`src/rtl/uop_sequencer_pkg.sv`:
```
`default_nettype none
// ============================================================================
// Module   : uop_sequencer_pkg
// Purpose  : Shared core definitions: micro-op width, field offsets, and
//            uop_count encodings.
// Revision : 1.0 - initial release
// ============================================================================
package uop_sequencer_pkg;

    localparam int UOP_W = 20;

    // Micro-op field offsets, consumed by execute
    localparam int c_alu_fn_hi    = 19;
    localparam int c_alu_fn_lo    = 16;
    localparam int c_carry_unmask = 15;
    localparam int c_ld           = 14;
    localparam int c_wr           = 13;
    localparam int c_wr_flags     = 12;
    localparam int c_dest_hi      = 11;
    localparam int c_dest_lo      = 8;
    localparam int c_wb_addr      = 7;
    localparam int c_sel_k        = 6;
    localparam int c_b_sel_hi     = 5;
    localparam int c_b_sel_lo     = 3;
    localparam int c_a_sel_hi     = 2;
    localparam int c_a_sel_lo     = 0;

    // uop_count encodings
    localparam logic [1:0] c_cnt_one     = 2'd0;
    localparam logic [1:0] c_cnt_two     = 2'd1;
    localparam logic [1:0] c_cnt_three   = 2'd2;
    localparam logic [1:0] c_cnt_illegal = 2'd3;

endpackage
`default_nettype wire

```
`src/rtl/uop_sequencer.sv`:
```
`default_nettype none
// ============================================================================
// Module   : uop_sequencer
// Purpose  : Captures a decoded micro-op bundle and issues it one micro-op
//            per cycle to execute, with hold, flush and a retire counter.
// Revision : 1.0 - initial release
// ============================================================================
module uop_sequencer
    import uop_sequencer_pkg::*;
#(
    parameter int UOP_W  = uop_sequencer_pkg::UOP_W,
    parameter int CNT_W  = 2,
    parameter int PERF_W = 16
) (
    input  logic              clk,
    input  logic              a_rst,
    input  logic              hold,
    input  logic              flush,
    output logic              feed_req,
    input  logic              feed_ack,
    input  logic [UOP_W-1:0]  uop_0,
    input  logic [UOP_W-1:0]  uop_1,
    input  logic [UOP_W-1:0]  uop_2,
    input  logic [CNT_W-1:0]  uop_count,
    output logic [UOP_W-1:0]  uop_out,
    output logic              uop_valid,
    input  logic              exec_ready,
    output logic              last_uop,
    output logic              busy,
    output logic [PERF_W-1:0] retired
);

    logic [UOP_W-1:0]  r_slot0;
    logic [UOP_W-1:0]  r_slot1;
    logic [UOP_W-1:0]  r_slot2;
    logic [1:0]        r_idx;
    logic [1:0]        r_rem;
    logic              r_booted;
    logic [PERF_W-1:0] r_retired;

    logic              w_accept;
    logic              w_capture;
    logic [1:0]        w_cnt_eff;
    logic [1:0]        w_load_rem;
    logic [UOP_W-1:0]  w_uop;

    always_comb begin
        w_uop = r_slot0;
        case (r_idx)
            2'd1:    w_uop = r_slot1;
            2'd2:    w_uop = r_slot2;
            default: w_uop = r_slot0;
        endcase
    end

    assign uop_out   = w_uop;
    assign uop_valid = (r_rem != 2'd0) & ~hold;
    assign last_uop  = (r_rem == 2'd1) & uop_valid;
    assign busy      = (r_rem != 2'd0);
    assign retired   = r_retired;
    assign w_accept  = uop_valid & exec_ready;

    // Lookahead on the final micro-op lets the next bundle land without a bubble
    assign feed_req  = r_booted & ~hold & ~flush &
                       ((r_rem == 2'd0) | ((r_rem == 2'd1) & w_accept));
    assign w_capture = feed_req & feed_ack;

    assign w_cnt_eff  = (uop_count[1:0] == c_cnt_illegal) ? c_cnt_three : uop_count[1:0];
    assign w_load_rem = w_cnt_eff + 2'd1;

    always_ff @(posedge clk or posedge a_rst) begin
        if (a_rst) begin
            r_slot0   <= '0;
            r_slot1   <= '0;
            r_slot2   <= '0;
            r_idx     <= 2'd0;
            r_rem     <= 2'd0;
            r_booted  <= 1'b0;
            r_retired <= '0;
        end else begin
            r_booted <= 1'b1;
            if (!hold) begin
                if (flush) begin
                    r_rem <= 2'd0;
                    r_idx <= 2'd0;
                end else if (w_capture) begin
                    r_rem <= w_load_rem;
                    r_idx <= 2'd0;
                    // Slots are filled in issue order, oldest in slot 0
                    case (w_cnt_eff)
                        c_cnt_three: begin
                            r_slot0 <= uop_2;
                            r_slot1 <= uop_1;
                            r_slot2 <= uop_0;
                        end
                        c_cnt_two: begin
                            r_slot0 <= uop_1;
                            r_slot1 <= uop_0;
                        end
                        default: begin
                            r_slot0 <= uop_0;
                        end
                    endcase
                end else if (w_accept) begin
                    r_rem <= r_rem - 2'd1;
                    r_idx <= r_idx + 2'd1;
                end

                if (!flush && w_accept && last_uop) begin
                    r_retired <= r_retired + 1'b1;
                end
            end
        end
    end

    // Simulation-only check on the illegal bundle size
    always @(posedge clk) begin
        if (!a_rst && w_capture) begin
            assert (uop_count[1:0] != c_cnt_illegal)
                else $error("uop_sequencer: uop_count=3 captured, issued as three micro-ops");
        end
    end

endmodule
`default_nettype wire
```
`config.mk`:
```
export PLATFORM = sky130hd
export DESIGN_NAME = uop_sequencer
export DESIGN_NICKNAME = d
export VERILOG_FILES = /design/src/rtl/uop_sequencer_pkg.sv /design/src/rtl/uop_sequencer.sv
export SDC_FILE = /design/constraint.sdc
export NUM_CORES = 1
export LEC_CHECK = 0
export ABC_AREA = 1
export BUFFER_PORTS_ARGS = -buffer_cell sky130_fd_sc_hd__buf_2
export CAP_MARGIN = 10
export CORE_UTILIZATION = 58
export DETAILED_ROUTE_END_ITERATION = 10
export PLACE_DENSITY_LB_ADDON = 0.12
export RECOVER_POWER = 50
export SLEW_MARGIN = 20
export SYNTH_ARGS = -nofsm -noshare
export SYNTH_HDL_FRONTEND = slang
export SYNTH_SLANG_ARGS = --single-unit
```
`constraint.sdc`:
```
create_clock -name clk -period 4.5 [get_ports clk]
set_input_delay 0.225 -clock clk [delete_from_list [all_inputs] [get_ports clk]]
set_output_delay 0.225 -clock clk [all_outputs]
set_load 0.005 [all_outputs]
```
Yosys cells after proc, flatten, opt, wreduce, memory -nomap -nowiden

Cells that the tools add are included.

Bits in registers: 81
Output and inout port bits: 40

Add/sub/neg operators: 4
Eq/ne operators: 6
Muxes and demuxes: 10
Bitwise gates (word level): 11
Reduce and logical (&&, ||, !) cells: 12

Operators with widths:

| operator                                                           | number |
|---|---|
| 20-bit case mux with 2 select lines                                | 3 |
| 16-bit by 1-bit adder with 16-bit output, second input constant    | 1 |
| 2-bit two-way mux                                                  | 7 |
| 1-bit bitwise AND                                                  | 8 |
| 4-bit AND reduction                                                | 2 |
| 2-bit by 1-bit == test with 1-bit output, second input constant    | 3 |
| 2-bit == test, second input constant                               | 3 |
| 2-bit by 1-bit adder with 2-bit output, second input constant      | 2 |
| 2-bit AND reduction                                                | 2 |
| 2-bit nonzero test                                                 | 2 |
| 3-bit AND reduction                                                | 1 |
| 3-bit nonzero test                                                 | 1 |
| 1-bit logical AND                                                  | 2 |
| 2-bit zero test                                                    | 1 |
| 1-bit NOT                                                          | 2 |
| 2-bit by 1-bit subtractor with 2-bit output, second input constant | 1 |
| 1-bit zero test                                                    | 1 |
| 1-bit bitwise OR                                                   | 1 |

Longest topological paths before layout

Gate-level depths: netlist of run 1.

Depth after elaboration: 9
Gate-level depth with buffers: 12
Mapped depth without buffers: 11

Worst setup path before layout of run 1

OpenSTA, ideal clock, no wires.

Path type: register to register
From: register r_rem[0]
To: register r_slot2[0]
Data arrival time: 1,484 ps
Path slack: 2,890 ps
Cell stages (with the launch flop): 11
Path buffers: 2
Path through: dfrtp_1 inv_1 ha_1 nor2_4 nand3_2 nand2_2 nand3_2 buf_6 nor2_8 buf_6 o21ai_0

Word-level cells in the longest chain between the ends: 8
Elaborated cells on any way between the ends: 10

RTL lines:

| item                          | RTL line             | text |
|---|---|---|
| from (decl)                   | uop_sequencer.sv:37  | `logic [1:0] r_rem;` |
| from (signal assigned)        | uop_sequencer.sv:87  | `r_rem <= w_load_rem;` |
| from (signal assigned)        | uop_sequencer.sv:105 | `r_rem <= r_rem - 2'd1;` |
| 2-bit nonzero test            | uop_sequencer.sv:57  | `assign uop_valid = (r_rem != 2'd0) & ~hold;` |
| 1-bit bitwise AND             | uop_sequencer.sv:57  |  |
| net uop_valid                 | uop_sequencer.sv:26  | `output logic uop_valid,` |
| 1-bit bitwise AND             | uop_sequencer.sv:61  | `assign w_accept = uop_valid & exec_ready;` |
| 1-bit bitwise AND             | uop_sequencer.sv:65  | `((r_rem == 2'd0) \| ((r_rem == 2'd1) & w_accept));` |
| 1-bit bitwise OR              | uop_sequencer.sv:65  |  |
| 1-bit bitwise AND             | uop_sequencer.sv:64  | `assign feed_req = r_booted & ~hold & ~flush &` |
| 1-bit bitwise AND             | uop_sequencer.sv:66  | `assign w_capture = feed_req & feed_ack;` |
| 4-bit AND reduction (no line) | --                   |  |
| to (signal assigned)          | uop_sequencer.sv:94  | `r_slot2 <= uop_0;` |
| to (decl)                     | uop_sequencer.sv:35  | `logic [UOP_W-1:0] r_slot2;` |

The timed path passes the listed nets, and every way through them passes these cells.
A chain may end at the register's enable or synchronous reset.

Worst setup path in the final report of run 1

From: input uop_count[1]
To: register r_slot1[9]

Word-level cells in the longest chain between the ends: 5
Elaborated cells on any way between the ends: 7

RTL lines:

| item                                                                      | RTL line            | text |
|---|---|---|
| from (decl)                                                               | uop_sequencer.sv:24 | `input logic [CNT_W-1:0] uop_count,` |
| 2-bit == test                                                             | uop_sequencer.sv:68 | `assign w_cnt_eff = (uop_count[1:0] == c_cnt_illegal) ? c_cnt_three : uop_count[1:0];` |
| 2-bit two-way mux *                                                       | uop_sequencer.sv:68 |  |
| 2-bit by 1-bit == test with 1-bit output or 2-bit == test (tied branches) | uop_sequencer.sv:90 | `case (w_cnt_eff)` |
| 2-bit nonzero test (no line)                                              | --                  |  |
| 4-bit AND reduction (no line)                                             | --                  |  |
| to (signal assigned)                                                      | uop_sequencer.sv:93 | `r_slot1 <= uop_1;` |
| to (signal assigned)                                                      | uop_sequencer.sv:98 | `r_slot1 <= uop_0;` |
| to (decl)                                                                 | uop_sequencer.sv:34 | `logic [UOP_W-1:0] r_slot1;` |

Every way passes the cells marked *; elsewhere a longest branch is shown, timed or not.

==> run metrics, run 1 <==
status complete, but fails checks; failing checks capacitance limit, slew limit; hold slack 101 ps; TritonCTS clock tree yes; top cells by area, synth dfrtp_1 45%, nand2_1 16%, o21ai_0 13%, inv_1 7.1%, a21oi_1 5.1%; Synth area leader dfrtp_1; clk slew on worst S/H paths 80 ps; post-CTS repair timing setup buffer count 0; asr flop ratio synth 100%; clock sink count 81; GRT Max-Usage Layer met2; PostCTS Resize Cnt 0; TritonCTS Buffers 9; GRT Util Overall 29.1%; first-pass GRT wire length 19100 µm; Final Hold Viols 0; f_max 334 MHz; slew margin rel. -7.63%; CP required 4750 ps; final net count 794; worst skew pair latency 350 ps; syn_nets 701; Lkg Pwr 2.72 nW; WL/cell 13.9 µm; root buf cell clkbuf_8; grt total ovfl 0; final clock skew 12.0 ps; CTS Hold Bufs 1; CP delay by family, top buffers and inverters; DP Wirelength 7660 µm; port bufs 107; vias in the first global route 4245; Longest Clk Path Bufs 2; Vias 4440; Mapped Area 0.00451 mm²; routing usage on met2 48.7%; met1 GRT Util 37.2%; Seq cells post-synth 81; switching part of the total power 36.9%; Die Y 90.2 µm; worst-margin pin slew 1610 ps; CP Max Fanout 40; initial detailed-routing violation count 251; share of the synthesized area in the top cell type 44.9%; Detail Route Antenna Nets 0; Final Setup Violations 0; Core Area 0.00737 mm²; critical-path cell list buf_2 > inv_2 > nand2_1 > clkinv_1 > o21ai_0 > nand2_1 > o21ai_0; Antenna Cells 0; Worst Path Buf+Inv 3; initial antenna violation count 0; final core occ 70.9%; VDD IR max 0.229 mV; Clock power frac 20.4%; Via density 5.38; H-tree depth 3; Mapped Cells 628; pre-CTS worst setup slack 1640 ps; sequential area share after synthesis 44.9%; Starting Density 61.2%; number of synthesized flops with an enable pin 0; final WL 11400 µm; IO Count 108; gpl congestion 0.845; P_int 1.55 mW; slowest stage delay, CP 1020 ps; warnings from Yosys 0; P_sw 904 µW; largest net degree at the start of global routing 47; Die W 90.2 µm; Mean Syn Cell Area 7.18 µm²; worst hold path type in2reg; fin area 0.00523 mm²; slowest stage cell, crit path clkinv_1; fin crit share 66.5%; Rows 31; DR DRC count 0; part of the power in registers 45.5%; Power Density 469 mW/mm²; fin crit period 2990 ps; placed inst area 0.00505 mm²; CP arrival 3240 ps; M3 GR Usage 4.15%; TritonRoute pass-1 iters 6; overall die area 0.00813 mm²; PnR worst setup slack 1510 ps; layout cells sized above 1 17.8%; critical path class in2reg; Max Cap Violations 1; max-slew violation count 37; Comb power frac 34.1%; post-route setup TNS 0 ps; distinct cell type count after synthesis 29; unrepaired setup endpoints after global routing false; Crit. End Element flip-flop; Area growth syn-to-layout 15.9%; startpoint class of the critical path input port; Main synth FF type dfrtp_1
==> registers in the layout, indices dropped and copies added (netlist names) <==
signal	flops
r_slot2	20
r_booted	1
r_rem	2
r_slot1	20
r_slot0	20
r_idx	2
retired	16
==> final timing paths <==
kind | endpoint | slack (ps) | depth (start not counted) | from
worst max-delay path | r_slot1[9] | 1510 | 7 | uop_count[1]
worst min-delay path | r_slot2[0] | 100 | 3 | uop_0[0]
worst max register to register | r_slot2[10] | 1800 | 9 | r_rem[0]
worst min register to register | r_rem[1] | 480 | 2 | r_rem[1]
max in group asynchronous | retired[8] | 1980 | 4 | a_rst
min in group asynchronous | r_slot0[19] | 770 | 3 | a_rst
==> worst register-to-register path: cells and delay by family (launching register included) <==
family | cells | cell delay, ps
fa+ha+maj | 1 | 220
buf+inv | 1 | 60
simple gates | 7 | 1950
flops | 1 | 410
==> metrics by stage <==
stage / total power, mW / std cells
2_1_floorplan: 1.64 / 628
3_3_place_gp: 1.92 / 808
3_5_place_dp: 1.96 / 808
4_1_cts: 2.46 / 825
5_1_grt: 2.62 / 825
6_report: 2.45 / 825
==> cells in the final DEF, fill, tap and decap left out, drive strengths merged <==
cell type | netlist | final
buf | 12 | 103
clkinv | 0 | 2
nor3 | 4 | 4
nor3b | 1 | 1
xor2 | 3 | 3
o211ai | 1 | 1
ha | 5 | 5
inv | 88 | 86
dfrtp | 81 | 81
xnor2 | 6 | 6
nand2 | 189 | 189
o21ai | 114 | 114
dlygate4sd3 | 0 | 1
a21oi | 46 | 46
nand4 | 7 | 7
a22oi | 1 | 1
conb | 1 | 1
nor2 | 35 | 35
clkbuf | 17 | 19
a21boi | 1 | 1
nand3 | 9 | 9
clkinvlp | 0 | 4
o22ai | 7 | 7
==> cell usage after synthesis, drive strengths merged, types with 3 or more instances <==
master,n
xor2,3
clkbuf,17
ha,5
inv,88
o22ai,7
nand2,189
nand4,7
buf,12
xnor2,6
a21oi,46
nand3,9
nor2,35
nor3,4
o21ai,114
dfrtp,81
==> power by group through the flow <==
stage	registers (mW)	logic, mW	clock network (mW)
2_1_floorplan	1.09	0.543	0
3_3_place_gp	1.12	0.804	0
3_5_place_dp	1.12	0.831	0
4_1_cts	1.11	0.839	0.504
5_1_grt	1.14	0.947	0.532
6_report	1.12	0.836	0.499
==> logic make-up after synthesis <==
family	share of synthesized area [%]
XOR/XNOR	1.75
flip-flops	44.9
AO/OA/AOI/OAI	19.2
AND/OR/NAND/NOR	22.1
buffers and inverters	10.5
other	0.0831
adder cells (fa/ha/maj)	1.39
==> layer usage <==
metal	wire (µm)	vias to the layer above
li1	-	2180
met1	4950	2057
met2	5540	177
met3	676	26
met4	282	0
met5	0	-
==> cell type report <==
type | count | area (µm²)
Multi-Input combinational cell | 430 | 2000
Clock buffer | 12 | 155
Fill cell | 663 | 2140
Sequential cell | 81 | 2030
Inverter | 88 | 332
Tap cell | 99 | 124
Clock inverter | 4 | 27.5
Timing Repair Buffer | 111 | 558
No activity file was read; power rests on OpenSTA's default activity.
==> run 2: changes to the inputs <==
ABC_AREA = 0   (was 1)
CORE_UTILIZATION = 53   (was 58)
clock period = 2.9 ns   (was 4.5 ns; I/O delays follow)
==> run 2 against run 1 <==
Compared with the run above: the flow still finishes with violations (capacitance limit, slew limit); final area decreased by 4.0%; synthesized cell count is 32% lower; total power increased by 45%; sequential share of layout area is 1.6 points higher; final cell count down 23%; global-route usage is 4.0 points lower; largest power group unchanged.
==> run metrics, run 2 <==
GRT Util Overall 25.2% (was 29.1%); vias in the first global route 3429 (was 4245); critical path class reg2out (was in2reg); clock sink count 81 (unchanged); largest net degree at the start of global routing 52 (was 47); grt total ovfl 0 (unchanged); Antenna Cells 0 (unchanged); dpl cells 620 (was 808); WL/cell 15.6 µm (was 13.9 µm); Mean Syn Cell Area 9.69 µm² (was 7.18 µm²); slowest stage delay, CP 420 ps (was 1020 ps); startpoint class of the critical path flip-flop (was input port); unrepaired setup endpoints after global routing false (unchanged); top cells by area, synth dfrtp_1 49%, mux2i_1 9.6%, mux2_2 5.7%, a21oi_1 4.9%, o21ai_0 4.8% (was dfrtp_1 45%, nand2_1 16%, o21ai_0 13%, inv_1 7.1%, a21oi_1 5.1%); port bufs 107 (unchanged); status complete, but fails checks (unchanged); most common library cell in the layout ignoring fill and taps buf_2 (was nand2_1); post-CTS repair timing setup buffer count 0 (unchanged); DR DRC count 0 (unchanged); f_max 455 MHz; largest registers r_slot0 (20), r_slot1 (20), r_slot2 (20) (unchanged); most frequent cells in the layout 103 x buf_2, 81 x dfrtp_1, 49 x nor2_1 (was 188 x nand2_1, 114 x o21ai_0, 101 x buf_2); post-route setup TNS 0 ps (unchanged); CTS Hold Bufs 1 (unchanged); Longest Clk Path Bufs 2 (unchanged); overall die area 0.00821 mm² (was 0.00813 mm²); CP required 2760 ps (was 4750 ps); initial antenna violation count 0 (unchanged); Vias 3497 (was 4440); Mapped Area 0.00416 mm² (was 0.00451 mm²); Lkg Pwr 2.44 nW (was 2.72 nW); Final Setup Violations 0 (unchanged); CP Max Fanout 12 (was 40); Final Hold Viols 0 (unchanged); slowest stage cell, crit path dfrtp_1 (was clkinv_1); clk slew on worst S/H paths 80 ps (about the same); gpl congestion 0.794 (was 0.845); DP Wirelength 6950 µm (was 7660 µm); syn_nets 502 (was 701); distinct cell type count after synthesis 34 (was 29); first-pass GRT wire length 16300 µm (was 19100 µm); layout cells sized above 1 28.6% (was 17.8%); initial detailed-routing violation count 143 (was 251); critical-path cell list inv_1 > ha_1 > buf_4 > a22oi_1 > o21ai_0 > buf_2 (was buf_2 > inv_2 > nand2_1 > clkinv_1 > o21ai_0 > nand2_1 > o21ai_0); fin crit share 75.7%; IO Count 108 (unchanged); Worst Path Buf+Inv 3 (unchanged); H-tree depth 3 (unchanged); Starting Density 56.1% (was 61.2%); Area growth syn-to-layout 20.6% (was 15.9%); root buf cell clkbuf_8 (unchanged); commonest cells in the synthesized netlist 81 x dfrtp_1, 49 x nor2_1, 48 x nand2_1 (was 188 x nand2_1, 114 x o21ai_0, 85 x inv_1); final net count 606 (was 794); VDD IR max 0.402 mV (was 0.229 mV); Via density 5.49 (was 5.38); TritonCTS clock tree yes (unchanged); Detail Route Antenna Nets 0 (unchanged); Main synth FF type dfrtp_1 (unchanged); final clock skew 7.46 ps (was 12.0 ps); fin crit period 2200 ps; TritonRoute pass-1 iters 4 (was 6); Seq cells post-synth 81 (unchanged); worst hold path type in2reg (unchanged); P_sw 1.17 mW (was 904 µW); max-slew violation count 51 (was 37); Power Density 707 mW/mm² (was 469 mW/mm²); P_int 2.38 mW (was 1.55 mW); Crit. End Element output pin (was flip-flop); worst skew pair latency 340 ps (was 350 ps); asr flop ratio synth 100% (unchanged); CP delay by family, top buffers and inverters (unchanged); Max Cap Violations 1 (unchanged); worst-margin pin slew 2000 ps (was 1610 ps); sequential area share after synthesis 48.7% (was 44.9%); PostCTS Resize Cnt 0 (unchanged); Rows 31 (unchanged); Synth area leader dfrtp_1 (unchanged); switching part of the total power 32.8% (was 36.9%); part of the power in registers 46.3% (was 45.5%); Comb power frac 30.9% (was 34.1%); most frequent cell after synthesis dfrtp_1 (was nand2_1); Clock power frac 22.8% (was 20.4%); slew margin rel. -33.5% (was -7.63%); Final Non-Filler Cells 637 (was 825); share of the synthesized area in the top cell type 48.7% (was 44.9%); number of synthesized flops with an enable pin 0 (unchanged); CP arrival 2050 ps (was 3240 ps); Core Area 0.00741 mm² (was 0.00737 mm²); final WL 9940 µm (was 11400 µm); Die W 90.6 µm (was 90.2 µm); warnings from Yosys 0 (unchanged); TritonCTS Buffers 9 (unchanged); Die Y 90.6 µm (was 90.2 µm); Mapped Cells 429 (was 628); failing checks capacitance limit, slew limit (unchanged)
-- run 2: power groups by stage --
stage | clock network, mW | registers [mW] | logic (mW)
CTS | 0.827 | 1.64 | 1.11
floorplan | 0 | 1.61 | 0.703
global route | 0.879 | 1.69 | 1.24
finish | 0.808 | 1.64 | 1.10
detailed placement | 0 | 1.66 | 1.11
global placement | 0 | 1.64 | 1.07
-- run 2: layer usage --
layer | up-vias | GRT usage, % | wire, µm
li1 | 1717 | - | -
met1 | 1675 | 33.9 | 4490
met2 | 95 | 41.3 | 4940
met3 | 10 | 5.64 | 415
met4 | 0 | 6.18 | 92
met5 | - | 0 | 0
-- run 2: final cells by class --
type	count	area, µm²
clock buffers	13	149
clock inverters	3	40.0
fillers	607	2390
inverters	7	26.3
multi-input cells	312	1990
flip-flops and latches	81	2030
well taps	99	124
repair buffers	122	658
-- run 2: worst paths after layout --
kind,endpoint,depth (start not counted),from,slack [ps]
hold / removal,r_slot2[4],2,uop_0[4],60
min in group asynchronous,r_slot0[15],3,a_rst,1000
max in group asynchronous,r_slot2[0],3,a_rst,730
setup / recovery,uop_out[10],6,r_idx[0],700
hold reg to reg,r_slot0[13],2,r_slot0[13],480
setup reg to reg,r_rem[0],7,r_rem[0],800
-- run 2: cell families (layout without fill, tap and decap cells) --
logic type                 Yosys count  after routing  share of synthesized area [%]
xor gates and xnor gates            16             16                           3.37
DFF                                 81             81                           48.7
other                                1              1                         0.0902
adders and majority gates            5              5                           1.50
and+or+nand+nor                    123            123                           12.8
buffers and inverters               36            145                           3.61
AOI/OAI and AO/OA                  106            106                           14.5
muxes                               61             61                           15.3
-- run 2: stage by stage --
stage          hold slack (ps)  util (%)  worst slack (ps)  area [µm²]  total power [mW]
3_5_place_dp               357      65.1               811        4820              2.76
4_1_cts                   45.3      67.8               677        5020              3.57
3_3_place_gp               347      65.1               881        4820              2.71
6_report                  59.0      67.7               704        5020              3.55
2_1_floorplan              274         -               675        4160              2.31
5_1_grt                   46.5      67.7               312        5020              3.81
==> run 3: changes to the inputs <==
clock period = 2.25 ns   (was 2.9 ns; I/O delays follow)
==> run 3 against run 2 <==
Compared with the run above: the run now ends clean; clock power grew 45%; sequential power grew 29%; sequential share of layout area shrank 0.41 points; wire length shrank 0.45%; critical path type is now reg2reg; critical path depth grew 1.
==> run metrics, run 3 (same netlist as run 2, synthesis figures left out) <==
GRT Util Overall 25.4% (was 25.2%); Antenna Cells 0 (unchanged); PnR worst setup slack 169 ps (was 704 ps); layout cells sized above 1 28.9% (was 28.6%); P_int 3.15 mW (was 2.38 mW); part of the power in registers 45.1% (was 46.3%); Clock power frac 25.0% (was 22.8%); root buf cell clkbuf_8 (unchanged); critical path class reg2reg (was reg2out); max-slew violation count 0 (was 51); Core Area 0.00741 mm² (unchanged); pre-CTS worst setup slack 199 ps (was 811 ps); Vias 3494 (was 3497); worst skew pair latency 350 ps (was 340 ps); largest net degree at the start of global routing 45 (was 52); Detail Route Antenna Nets 0 (unchanged); final WL 9900 µm (was 9940 µm); unrepaired setup endpoints after global routing false (unchanged); vias in the first global route 3499 (was 3429); DR DRC count 0 (unchanged); TritonCTS clock tree yes (unchanged); post-CTS repair timing setup buffer count 0 (unchanged); Comb power frac 29.9% (was 30.9%); f_max 481 MHz; clk slew on worst S/H paths 80 ps (about the same); H-tree depth 3 (unchanged); largest registers r_slot0 (20), r_slot1 (20), r_slot2 (20) (unchanged); Die W 90.6 µm (unchanged); Via density 5.47 (was 5.49); most common library cell in the layout ignoring fill and taps buf_2 (unchanged); startpoint class of the critical path flip-flop (unchanged); Starting Density 56.1% (unchanged); post-route setup TNS 0 ps (unchanged); Final Non-Filler Cells 639 (was 637); switching part of the total power 32.8% (about the same); fillers 606 (was 607); worst-margin pin slew 774 ps (was 2000 ps); DP Wirelength 6950 µm (about the same); CP arrival 2310 ps (was 2050 ps); critical-path cell list inv_1 > ha_1 > a21oi_1 > nor3b_1 > nand3_1 > buf_12 > mux2_2 (was inv_1 > ha_1 > buf_4 > a22oi_1 > o21ai_0 > buf_2); hold slack 34.0 ps (was 59.0 ps); wl on met1 4480 µm (was 4490 µm); Lkg Pwr 2.45 nW (was 2.44 nW); WL/cell 15.5 µm (was 15.6 µm); clock sink count 81 (unchanged); top sig layer met4 (unchanged); Final Hold Viols 0 (unchanged); Power Density 925 mW/mm² (was 707 mW/mm²); fin crit period 2080 ps; final clock skew 10.5 ps (was 7.46 ps); TritonCTS Buffers 9 (unchanged); placed inst area 0.00486 mm² (was 0.00482 mm²); gpl congestion 0.803 (was 0.794); CP required 2480 ps (was 2760 ps); slew margin rel. 48.4% (was -33.5%); CP Max Fanout 18 (was 12); dpl cells 622 (was 620); initial antenna violation count 0 (unchanged); grt total ovfl 0 (unchanged); worst hold path type in2reg (unchanged); first-pass GRT wire length 16500 µm (was 16300 µm); P_sw 1.54 mW (was 1.17 mW); most frequent cells in the layout 100 x buf_2, 81 x dfrtp_1, 49 x nor2_1 (was 103 x buf_2, 81 x dfrtp_1, 49 x nor2_1); Rows 31 (unchanged); Max Cap Violations 0 (was 1); VDD IR max 0.467 mV (was 0.402 mV); IO Count 108 (unchanged); initial detailed-routing violation count 163 (was 143); WL met3 329 µm (was 415 µm); fin crit share 92.5%; final net count 608 (was 606); fin area 0.00507 mm² (was 0.00502 mm²); met2 wire len 4960 µm (was 4940 µm); slowest stage cell, crit path dfrtp_1 (unchanged); port bufs 107 (unchanged); overall die area 0.00821 mm² (unchanged); status completed (was complete, but fails checks); Die Y 90.6 µm (unchanged); Final Setup Violations 0 (unchanged); Longest Clk Path Bufs 2 (unchanged); Area growth syn-to-layout 21.9% (was 20.6%); TritonRoute pass-1 iters 4 (unchanged); Crit. End Element flip-flop (was output pin); slowest stage delay, CP 400 ps (was 420 ps)
==> run 3: cell types whose count changed in the layout (fill, tap and decap cells not counted) <==
cell        before  now
clkbuf_8        10    9
buf_12           1    2
clkbuf_1         7    8
buf_4           13   12
clkinv_4         0    2
buf_2          103  100
clkbuf_2         0    2
bufinv_16        1    2
inv_1            7    6
clkinv_2         2    1
clkinvlp_4       0    2
==> run 3: routing by layer <==
metal / track usage [%] / up-vias
met2: 43.8 / 95
met1: 32.8 / 1668
li1: - / 1721
met4: 8.33 / 0
met3: 3.45 / 10
met5: 0 / -
==> run 3: final timing paths <==
check	cells past startpoint	from	endpoint	slack, ps
max	7	r_rem[0]	r_slot2[17]	170
min	2	uop_0[7]	r_slot2[7]	30
max reg2reg	7	r_rem[0]	r_slot2[17]	170
min reg2reg	1	retired[15]	retired[15]	480
max in group asynchronous	4	a_rst	r_slot0[9]	740
min in group asynchronous	3	a_rst	retired[5]	410
==> run 3: power groups by stage <==
stage          Sequential [mW]  Combinational (mW)  Clock (mW)
6_report                  2.12                1.40        1.17
2_1_floorplan             2.07               0.906           0
5_1_grt                   2.17                1.59        1.25
3_5_place_dp              2.14                1.41           0
4_1_cts                   2.11                1.43        1.19
3_3_place_gp              2.11                1.37           0
==> run 3: layout make-up <==
| class | count | area [µm²] | area share (%) |
|---|---|---|---|
| inverter | 7 | 27.5 | 0.543 |
| timing repair buffer | 124 | 677 | 13.4 |
| tap | 99 | 124 | 2.44 |
| clock inverter | 6 | 92.6 | 1.83 |
| multi-input combinational | 312 | 1990 | 39.3 |
| clock buffer | 10 | 128 | 2.52 |
| sequential | 81 | 2030 | 40.0 |
==> run 3: repair_timing <==
item | 4_1_cts | 5_1_grt
setup endpoints to repair | 0 | 0
hold buffers | 1 | 0
resized for setup | 0 | 0
hold endpoints to repair | 42 | 0
==> run 3: per-stage QoR <==
step	power [mW]	utilization, %
final	4.69	68.4
after global routing	5.00	68.4
after CTS	4.73	68.8
after detailed placement	3.55	65.7
after global placement	3.49	65.7
after floorplan	2.98	-
==> run 3: critical path: cells and delay by family, from the launching register on <==
family / cells / cell delay, ps
muxes: 1 / 350
DFF: 1 / 400
buffers and inverters: 2 / 260
adders and majority gates: 1 / 250
and+or+nand+nor: 2 / 350
AOI/OAI and AO/OA: 1 / 350
